$ cat src/rtl/rs232_pkg.sv
// rs232 link shared definitions.
// Line timing defaults and receiver FSM encoding.
package rs232_pkg;

  localparam int DEFAULT_CLKS_PER_BIT = 434;
  localparam int DEFAULT_DATA_BITS    = 8;

  typedef enum logic [2:0] {
    ST_IDLE,
    ST_START,
    ST_DATA,
    ST_STOP,
    ST_BREAK
  } rx_state_e;

endpackage

$ cat src/rtl/rs232_sync.sv
// Two-flop synchroniser for asynchronous inputs.
// Resets to 1 so an idle serial line stays idle.
module rs232_sync (
  input  logic clk_in,
  input  logic rst_in,
  input  logic d_in,
  output logic q_out
);

  logic meta_q;
  logic sync_q;

  always_ff @(posedge clk_in) begin
    if (rst_in) begin
      meta_q <= 1'b1;
      sync_q <= 1'b1;
    end else begin
      meta_q <= d_in;
      sync_q <= meta_q;
    end
  end

  assign q_out = sync_q;

endmodule

$ cat src/rtl/rs232_rx.sv
// UART 8N1 receiver: start detect, mid-bit sampling,
// one-cycle valid / framing-error strobes.
module rs232_rx
  import rs232_pkg::*;
#(
  parameter int CLKS_PER_BIT = DEFAULT_CLKS_PER_BIT,
  parameter int DATA_BITS    = DEFAULT_DATA_BITS
) (
  input  logic                 clk_in,
  input  logic                 rst_in,
  input  logic                 rxd_in,
  output logic [DATA_BITS-1:0] data_out,
  output logic                 valid_out,
  output logic                 frame_err_out,
  output logic                 busy_out
);

  localparam int HALF = CLKS_PER_BIT / 2;
  localparam int CW   = $clog2(CLKS_PER_BIT);
  localparam int BW   = $clog2(DATA_BITS + 1);

  localparam logic [CW-1:0] HALF_M1  = CW'(HALF - 1);
  localparam logic [CW-1:0] BIT_M1   = CW'(CLKS_PER_BIT - 1);
  localparam logic [BW-1:0] LAST_BIT = BW'(DATA_BITS - 1);

  logic                 rxd_sync;
  rx_state_e            state_q;
  logic [CW-1:0]        cnt_q;
  logic [BW-1:0]        bit_q;
  logic [DATA_BITS-1:0] shift_q;
  logic [DATA_BITS-1:0] data_q;
  logic                 valid_q;
  logic                 err_q;

  rs232_sync u_sync (
    .clk_in (clk_in),
    .rst_in (rst_in),
    .d_in   (rxd_in),
    .q_out  (rxd_sync)
  );

  always_ff @(posedge clk_in) begin
    if (rst_in) begin
      state_q <= ST_IDLE;
      cnt_q   <= '0;
      bit_q   <= '0;
      shift_q <= '0;
      data_q  <= '0;
      valid_q <= 1'b0;
      err_q   <= 1'b0;
    end else begin
      valid_q <= 1'b0;
      err_q   <= 1'b0;
      unique case (state_q)
        ST_IDLE: begin
          if (!rxd_sync) begin
            state_q <= ST_START;
            cnt_q   <= '0;
          end
        end
        ST_START: begin
          if (cnt_q == HALF_M1) begin
            cnt_q   <= '0;
            bit_q   <= '0;
            state_q <= rxd_sync ? ST_IDLE : ST_DATA;
          end else begin
            cnt_q <= cnt_q + CW'(1);
          end
        end
        ST_DATA: begin
          if (cnt_q == BIT_M1) begin
            cnt_q   <= '0;
            shift_q <= {rxd_sync, shift_q[DATA_BITS-1:1]};
            if (bit_q == LAST_BIT) begin
              bit_q   <= '0;
              state_q <= ST_STOP;
            end else begin
              bit_q <= bit_q + BW'(1);
            end
          end else begin
            cnt_q <= cnt_q + CW'(1);
          end
        end
        ST_STOP: begin
          // Leave mid-stop-bit so a back-to-back start edge is caught
          if (cnt_q == BIT_M1) begin
            cnt_q <= '0;
            if (rxd_sync) begin
              data_q  <= shift_q;
              valid_q <= 1'b1;
              state_q <= ST_IDLE;
            end else begin
              err_q   <= 1'b1;
              state_q <= ST_BREAK;
            end
          end else begin
            cnt_q <= cnt_q + CW'(1);
          end
        end
        ST_BREAK: begin
          if (rxd_sync) state_q <= ST_IDLE;
        end
        default: state_q <= ST_IDLE;
      endcase
    end
  end

  assign data_out      = data_q;
  assign valid_out     = valid_q;
  assign frame_err_out = err_q;
  assign busy_out      = (state_q != ST_IDLE);

endmodule

$ cat config.mk
export PLATFORM = sky130hd
export DESIGN_NAME = rs232_rx
export DESIGN_NICKNAME = d
export VERILOG_FILES = /design/src/rtl/rs232_pkg.sv /design/src/rtl/rs232_sync.sv /design/src/rtl/rs232_rx.sv
export SDC_FILE = /design/constraint.sdc
export NUM_CORES = 1
export LEC_CHECK = 0
export BUFFER_PORTS_ARGS = -buffer_cell sky130_fd_sc_hd__buf_2
export CORE_ASPECT_RATIO = 0.6
export CORE_MARGIN = 8
export CORE_UTILIZATION = 40
export DETAILED_ROUTE_END_ITERATION = 10
export PLACE_DENSITY = 0.59
export SKIP_LAST_GASP = 1
export SLEW_MARGIN = 25
export SYNTH_ARGS = -nofsm -noshare
export SYNTH_HDL_FRONTEND = slang
export SYNTH_SLANG_ARGS = --single-unit
export TNS_END_PERCENT = 5
$ cat constraint.sdc
create_clock -name clk_in -period 3.4 [get_ports clk_in]
set_input_delay 0.34 -clock clk_in [delete_from_list [all_inputs] [get_ports clk_in]]
set_output_delay 0.34 -clock clk_in [all_outputs]
set_load 0.005 [all_outputs]
==> results of run 1 <==
## routing by layer
| layer | wire [um] | global-route usage (%) | vias up |
|---|---|---|---|
| met4 | 27 | 4.49 | 0 |
| met1 | 2020 | 17.3 | 644 |
| li1 | - | - | 746 |
| met5 | 0 | 0 | - |
| met3 | 311 | 3.74 | 2 |
| met2 | 1240 | 14.0 | 45 |
## cells in the final DEF (no fill, tap or decap), types with 6 or more instances in the layout
cell,Yosys,final
a21oi_1,25,25
buf_2,1,13
dfxtp_1,36,36
mux2i_1,8,8
nand2_1,34,34
nand3_1,7,7
nor2_1,12,12
nor3_1,6,6
o21ai_0,7,7
o22ai_1,6,6
## registers in the layout, indices dropped and copies added, names as in the netlist
signal,flops
frame_err_out,1
data_out,8
cnt_q,9
u_sync.q_out,1
bit_q,4
u_sync.meta_q,1
state_q,3
valid_out,1
shift_q,8
## report_power, final
part	switching (mW)	total, mW	internal [mW]
clock network	0.138	0.278	0.139
registers	0.0297	0.469	0.439
logic	0.128	0.205	0.0772
## per-stage QoR
step / worst slack, ps / cell area [sq um] / total power, mW / util (%) / hold WS [ps]
4_1_cts: 1230 / 1880 / 0.958 / 45.6 / 230
3_3_place_gp: 1260 / 1800 / 0.686 / 43.7 / 397
3_5_place_dp: 1260 / 1800 / 0.679 / 43.7 / 397
6_report: 1140 / 1880 / 0.952 / 45.6 / 240
2_1_floorplan: 1630 / 1720 / 0.649 / - / 389
5_1_grt: 1040 / 1880 / 1.01 / 45.6 / 225
## worst max path at each step
stage | from | depth (start not counted) | end
4_1_cts | state_q[1]$_SDFFE_PP0P_ | 4 | bit_q[0]$_SDFFE_PP0P_
3_3_place_gp | state_q[0]$_SDFFE_PP0P_ | 4 | state_q[0]$_SDFFE_PP0P_
3_5_place_dp | state_q[0]$_SDFFE_PP0P_ | 4 | state_q[0]$_SDFFE_PP0P_
6_report | state_q[1]$_SDFFE_PP0P_ | 4 | bit_q[0]$_SDFFE_PP0P_
2_1_floorplan | cnt_q[2]$_SDFFE_PP0P_ | 3 | state_q[0]$_SDFFE_PP0P_
5_1_grt | state_q[1]$_SDFFE_PP0P_ | 4 | bit_q[0]$_SDFFE_PP0P_
## cell type report
class	count	area share (%)
Tap cell	60	4.00
Clock inverter	1	0.266
Timing Repair Buffer	14	3.86
Clock buffer	6	3.86
Inverter	4	0.799
Multi-Input combinational cell	152	48.8
Sequential cell	36	38.4
## logic make-up after synthesis
| family | Yosys count |
|---|---|
| buffers and inverters | 16 |
| xor gates and xnor gates | 1 |
| and+or+nand+nor | 90 |
| AOI/OAI and AO/OA | 49 |
| muxes | 8 |
| DFF | 36 |
| adders and majority gates | 4 |
==> impl_metrics.ini, run 1 <==
[status]
run_status = complete, no violations

[route]
detail_route.drc_violations = 0
route.antenna.remaining_nets = 0
totalWireLength_um = 3600
wl_per_cell_um = 13.2
drt_iter0_drc = 83
detail_route.vias_per_cell = 5.26
drt_pass1_iterations = 4
vias = 1437

[setup_path]
worstPathMaxFanout = 13
timing.critical_path.slowest_cell_delay_ps = 620
worstSetupEndpointType = register
gate_family_responsible_for_the_most_delay_along_the_worst_path = simple AND/OR/NAND/NOR gates
path_cells = nor3b_1 > nand3_1 > a211o_1 > a21oi_1
setup.reg_to_reg.worst_slack_ps = 1140
critical_path_arrival_ps = 2470
req_time_crit_path_ps = 3600
r2r.worst_path.cells = 4
regToRegStartpoint = state_q[1]$_SDFFE_PP0P_
cp-start-kind = register
worst-setup-path-type = register to register
cp_slowest_cell = nor3b_1
reg2reg_to = bit_q[0]$_SDFFE_PP0P_
worst-path-buf-inv = 0

[hold_path]
hp-class = input port to register
min_path_cells = 2
hold_start = rxd_in
worstHoldEndpoint = u_sync.meta_q$_SDFF_PP1_

[synth]
synthTopCellsByArea = dfxtp_1 42%, nand2_1 7.4%, a21oi_1 7.3%
post_synthesis_adder_cell_area_fraction_pct = 2.90
post-synth-top-count-cell = dfxtp_1
async_flop_share_pct = 0
seq_area_frac_synth_pct = 41.8
cell_count_after_synthesis = 204
yosysWarnings = 0
synth_mux_area_share_pct = 4.65
synth_compound_area_share_pct = 17.1
top_cell_types_by_occurrence_after_synthesis = 36 x dfxtp_1, 34 x nand2_1, 25 x a21oi_1
synth_top_flop_cell = dfxtp_1
mappedNetlistArea_sq_um = 1720
yosys_register_bits = 36
synth_edf_count = 0
synth_cell_type_count = 41
postSynthNetCount = 211
synthSimpleGateAreaFrac_pct = 28.1
synth_top_family_by_area = simple AND/OR/NAND/NOR gates
synth_largest_type_area_fraction_pct = 41.8
avgSynthCellArea_sq_um = 8.45
synth-xor-area-share_pct = 0.508
yosysTopAreaCell = dfxtp_1

[clocking]
postCtsHoldBufs = 0
tritoncts.num_buffers = 5
ctsResizeCount = 0
cts-root-buf = clkbuf_8
cts.sink_count = 36
post_cts_buffers = 0
cts_buffer_depth = 2
htreeDepth = 2
clock_latency_ps = 280
clock_tree_from_tritoncts = built
worst_setup_hold_path_clk_slew_ps = 70

[final_layout]
area_growth_pct = 9.01
post_layout_nonfiller_instances = 273
drive_above_1_share_pct = 13.6
seqCellArea_sq_um = 721
finalNetCount = 220
insertedDiodeCount = 0
area_used_by_multi_input_combinational_logic_sq_um = 917
fillCellCount = 419

[sta]
achievable-frequency_mhz = 442
slew_violations = 0
final.period_utilization_pct = 66.5
final-setup-viol-count = 0
rsz0062_at_grt = no
hold_violations = 0
worstMarginPinSlew_ps = 772
min_period_ps = 2260
totalNegativeSetupSlack_ps = 0
timing.clock.skew_ps = 2.24
relSlewSlack_pct = 48.5

[power_and_ir_drop]
p_leak_nw = 0.674
vdd_ir_drop_max_v = 0.000167
power_per_unit_of_standard_cell_area_nw_per_um2 = 507

[place]
place_congestion = 0.867
place_hpwl_um = 2510
io_buffer_count = 13
place.detailed.instances = 266

[floorplan]
die-area_sq_um = 6730
floorplan.rows = 18
ios = 14
die_height_um = 66.8
die-width_um = 101
floorplan.core_area_sq_um = 4120
initial_utilization_pct = 41.8

[global_route]
globalRouteOverflowTotal = 0
grt_first_pass_wirelength_um = 6100
grt_usage_pct = 11.5
number_of_antenna_violations_at_the_first_check_in_global_routing = 0
grt_max_degree = 36
via_count_of_the_first_global_routing_pass = 1241

[run]
maxCapViolations = 0
(Power assumes the default switching activity.)
==> run 2: changes to the inputs <==
Settings changed: PLACE_DENSITY 0.59 to 0.61.
Clock period 3.4 ns to 2 ns, I/O delays scaled along.
==> impl_metrics.ini, run 2 (synthesis gave the netlist of run 1 again) <==
[final_layout]
finalCoreUtilization_pct = 48.8
fin_area_sq_um = 2010
insertedDiodeCount = 0
top_register = cnt_q
drive_above_1_share_pct = 19.8
post_layout_nonfiller_instances = 287
flip_flop_count_of_the_largest_register_after_layout = 9
most_frequent_standard_cell_in_the_layout_excluding_fill_and_tap_cells = dfxtp_1
finalNetCount = 233
area_growth_pct = 16.8
most-common-layout-cells = 36 x dfxtp_1, 34 x nand2_1, 24 x a21oi_1

[sta]
worstMarginPinSlew_ps = 510
min_period_ps = 1890
relSlewSlack_pct = 65.5
final.period_utilization_pct = 94.6
rsz0062_at_grt = no
achievable-frequency_mhz = 528
slew_violations = 0
timing.clock.skew_ps = 2.12
final-setup-viol-count = 0
totalNegativeSetupSlack_ps = 0
hold_violations = 0

[route]
drt_iter0_drc = 114
detail_route.drc_violations = 0
drt_pass1_iterations = 4
vias = 1527
detail_route.vias_per_cell = 5.32
totalWireLength_um = 3990
wl_per_cell_um = 13.9
route.antenna.remaining_nets = 0

[global_route]
number_of_antenna_violations_at_the_first_check_in_global_routing = 0
via_count_of_the_first_global_routing_pass = 1310
globalRouteOverflowTotal = 0
grt_max_degree = 20
grt_usage_pct = 12.5
grt_first_pass_wirelength_um = 6420

[power_and_ir_drop]
p_switching_uw = 567
combPwrFrac_pct = 22.7
switching_share_pct = 30.6
totalPowerFinal_mw = 1.85
internal_power_mw = 1.29
seqPwrFrac_pct = 42.7
power.clock.fraction_pct = 34.6
power_per_unit_of_standard_cell_area_nw_per_um2 = 921
p_leak_nw = 0.751
vdd_ir_drop_max_v = 0.000443

[run]
maxCapViolations = 0

[setup_path]
cp-start-kind = register
worst-setup-path-type = register to register
worstSetupEndpointType = register
worstPathMaxFanout = 7
req_time_crit_path_ps = 2210
critical_path_arrival_ps = 2100

[status]
run_status = complete, no violations

[place]
place_hpwl_um = 2840
place_congestion = 0.817
placement_cell_area_sq_um = 1900
place.detailed.instances = 279
io_buffer_count = 13

[clocking]
post_cts_buffers = 0
cts_buffer_depth = 2
htreeDepth = 2
tritoncts.num_buffers = 5
cts-root-buf = clkbuf_8
clock_latency_ps = 290
cts.sink_count = 36
worst_setup_hold_path_clk_slew_ps = 70
clock_tree_from_tritoncts = built

[hold_path]
hp-class = input port to register

[floorplan]
initial_utilization_pct = 41.8
ios = 14
floorplan.rows = 18
floorplan.core_area_sq_um = 4120
die-area_sq_um = 6730
die-width_um = 101
die_height_um = 66.8
-- run 2: cell types whose count changed in the layout (fill, tap and decap cells not counted) --
cell and change:
a21oi_2 +1, a21oi_1 -1, bufinv_16 +1, clkbuf_1 -1, buf_4 +13, clkinvlp_4 +1
-- run 2: stage by stage --
stage,hold WS [ps],setup slack (ps)
after detailed placement,388,143
after floorplan,304,230
final,86.5,108
after CTS,80.4,118
after global routing,77.4,30.8
after global placement,384,127
-- run 2: per-layer routing --
layer / part of all wire, % / global-route usage, %
met5: 0 / 0
met4: 0.48 / 4.49
met3: 10 / 5.51
met2: 39 / 15.4
met1: 51 / 18.0
-- run 2: power by group through the flow --
| stage | clock network, mW | registers (mW) | logic (mW) |
|---|---|---|---|
| 2_1_floorplan | 0 | 0.783 | 0.321 |
| 3_3_place_gp | 0 | 0.807 | 0.413 |
| 3_5_place_dp | 0 | 0.807 | 0.407 |
| 4_1_cts | 0.656 | 0.791 | 0.413 |
| 5_1_grt | 0.702 | 0.802 | 0.454 |
| 6_report | 0.641 | 0.792 | 0.421 |
-- run 2: path summary, 6_finish.rpt --
check	from	to	slack (ps)	cells after the start
hold reg to reg	u_sync.meta_q$_SDFF_PP1_	u_sync.q_out$_SDFF_PP1_	420	1
hold / removal	rxd_in	u_sync.meta_q$_SDFF_PP1_	90	2
setup / recovery	cnt_q[2]$_SDFFE_PP0P_	state_q[0]$_SDFFE_PP0P_	110	3
setup reg to reg	cnt_q[2]$_SDFFE_PP0P_	state_q[0]$_SDFFE_PP0P_	110	3
-- run 2: worst max-delay path, cell delays in order (launching register included) --
cell and delay (ps):
dfxtp_1 380, or4b_4 620, or4_4 540, a221oi_2 270
-- run 2: layout make-up --
| class | count | area, sq um |
|---|---|---|
| clock inverter | 3 | 42.5 |
| sequential | 36 | 721 |
| tap | 60 | 75.1 |
| inverter | 4 | 15.0 |
| fill | 405 | 2110 |
| clock buffer | 5 | 68.8 |
| multi-input combinational | 152 | 921 |
| timing repair buffer | 27 | 170 |
-- run 2: repair_timing --
item | 4_1_cts | 5_1_grt
hold buffers | 0 | 0
setup endpoints to repair | 0 | 2
gates resized for setup | 0 | 1
==> run 3: changes to the inputs <==
==> constraint.sdc (replaced) <==
create_clock -name clk_in -period 1.6 [get_ports clk_in]
set_input_delay 0 -clock clk_in [delete_from_list [all_inputs] [get_ports clk_in]]
set_output_delay 0 -clock clk_in [all_outputs]
set_load 0.005 [all_outputs]
==> impl_metrics.ini, run 3 (synthesis gave the netlist of run 1 again) <==
[status]
run_status = finished with violations
violated_checks = setup timing

[global_route]
grt_usage_pct = 13.1
globalRouteOverflowTotal = 0
via_count_of_the_first_global_routing_pass = 1471
grt_first_pass_wirelength_um = 6960
gr-usage-met3_pct = 3.74
grt_use_met2_pct = 17.1
grt_most_used_layer = met1
global_route.usage.met1_pct = 19.4
grt_max_degree = 21
number_of_antenna_violations_at_the_first_check_in_global_routing = 0

[final_layout]
area_used_by_multi_input_combinational_logic_sq_um = 956
finalCoreUtilization_pct = 52.8
seqCellArea_sq_um = 722
insertedDiodeCount = 0
most_frequent_standard_cell_in_the_layout_excluding_fill_and_tap_cells = dfxtp_1
drive_above_1_share_pct = 26.6
area_growth_pct = 26.4
flip_flop_count_of_the_largest_register_after_layout = 9
post_layout_nonfiller_instances = 304
finalNetCount = 251
fillCellCount = 401
most-common-layout-cells = 35 x dfxtp_1, 34 x nand2_1, 27 x buf_4
top_register = cnt_q

[setup_path]
req_time_crit_path_ps = 1800
critPathLaunch = cnt_q[2]$_SDFFE_PP0P_
worstPathMaxFanout = 5
worst-setup-path-type = register to register
cp-start-kind = register
r2r.worst_path.cells = 3
regToRegStartpoint = cnt_q[2]$_SDFFE_PP0P_
setup.reg_to_reg.worst_slack_ps = -110
worst_setup_path_endpoint = state_q[0]$_SDFFE_PP0P_
reg2reg_to = state_q[0]$_SDFFE_PP0P_
worstSetupEndpointType = register
critical_path_arrival_ps = 1920

[sta]
slew_violations = 0
min_period_ps = 1710
timing.clock.skew_ps = 6.75
worstMarginPinSlew_ps = 476
whs_ps = 85.7
totalNegativeSetupSlack_ps = -703
achievable-frequency_mhz = 583
final_critical_path_setup_slack_ps = -114
final.period_utilization_pct = 107
final-setup-viol-count = 18
relSlewSlack_pct = 68.2
rsz0062_at_grt = yes
hold_violations = 0

[clocking]
clock_tree_from_tritoncts = built
tritoncts.num_buffers = 5
cts.sink_count = 36
worst_setup_hold_path_clk_slew_ps = 70
htreeDepth = 2
cts_buffer_depth = 2
clock_latency_ps = 290
cts-root-buf = clkbuf_8

[run]
maxCapViolations = 0

[route]
drt_pass1_iterations = 4
drt_iter0_drc = 87
detail_route.vias_per_cell = 5.25
wl_per_cell_um = 13.6
totalWireLength_um = 4130
route.antenna.remaining_nets = 0
detail_route.drc_violations = 0
vias = 1595

[place]
place_hpwl_um = 2940
io_buffer_count = 13
place_worst_setup_slack_ps = -251
place_congestion = 0.839
place.detailed.instances = 295

[floorplan]
die-area_sq_um = 6730
initial_utilization_pct = 41.8
floorplan.rows = 18
die_height_um = 66.8
ios = 14
floorplan.core_area_sq_um = 4120
die-width_um = 101

[power_and_ir_drop]
p_leak_nw = 0.863
power.clock.fraction_pct = 26.9
p_switching_uw = 715
seqPwrFrac_pct = 42.4
vdd_ir_drop_max_v = 0.000463
switching_share_pct = 31.4
internal_power_mw = 1.57
power_per_unit_of_standard_cell_area_nw_per_um2 = 1050
combPwrFrac_pct = 30.7

[hold_path]
hp-class = input port to register
==> run 3: worst max-delay path, stage by stage, from the launching register on <==
cell and delay (ps):
dfxtp_1 370, or4b_4 570, or4_4 440, a221oi_2 240
==> run 3: per-stage QoR <==
step / instance area (sq um) / power (mW)
global placement: 2030 / 1.61
detailed placement: 2030 / 1.61
floorplan: 1720 / 1.38
global route: 2180 / 2.41
CTS: 2130 / 2.23
finish: 2180 / 2.28
==> run 3: worst min path at each step <==
stage	startpoint	endpoint	slack [ps]	depth (start not counted)
detailed placement	rxd_in	u_sync.meta_q$_SDFF_PP1_	190	2
global route	rst_in	data_out[0]$_SDFFE_PP0P_	90	2
CTS	rst_in	data_out[2]$_SDFFE_PP0P_	80	2
finish	rst_in	data_out[0]$_SDFFE_PP0P_	90	2
floorplan	rxd_in	u_sync.meta_q$_SDFF_PP1_	100	1
global placement	rxd_in	u_sync.meta_q$_SDFF_PP1_	190	2
==> run 3: area by class of cell <==
| type | instances | area share (%) |
|---|---|---|
| multi-input cells | 152 | 43.9 |
| flip-flops and latches | 36 | 33.2 |
| repair buffers | 45 | 15.2 |
| well taps | 60 | 3.45 |
| clock buffers | 6 | 3.33 |
| inverters | 4 | 0.690 |
| clock inverters | 1 | 0.230 |
==> run 3: routing by layer <==
metal  vias up  routed length, um
met3         5                295
li1        813                  -
met1       722               2230
met2        55               1570
met4         0                 35
met5         -                  0
==> run 3: repair_timing <==
action / in CTS / in global routing
hold buffers: 1 / 0
setup endpoints to repair: 24 / 32
resized for setup: 3 / 8
endpoints found under the hold margin: 1 / 0
gates cloned: 0 / 0
setup buffers: 0 / 1
==> run 3: power by group through the flow <==
stage / sequential [mW] / clock, mW / combinational (mW)
2_1_floorplan: 0.979 / 0 / 0.401
3_5_place_dp: 0.988 / 0 / 0.625
4_1_cts: 0.967 / 0.623 / 0.639
6_report: 0.967 / 0.613 / 0.701
3_3_place_gp: 0.987 / 0 / 0.627
5_1_grt: 0.974 / 0.664 / 0.767
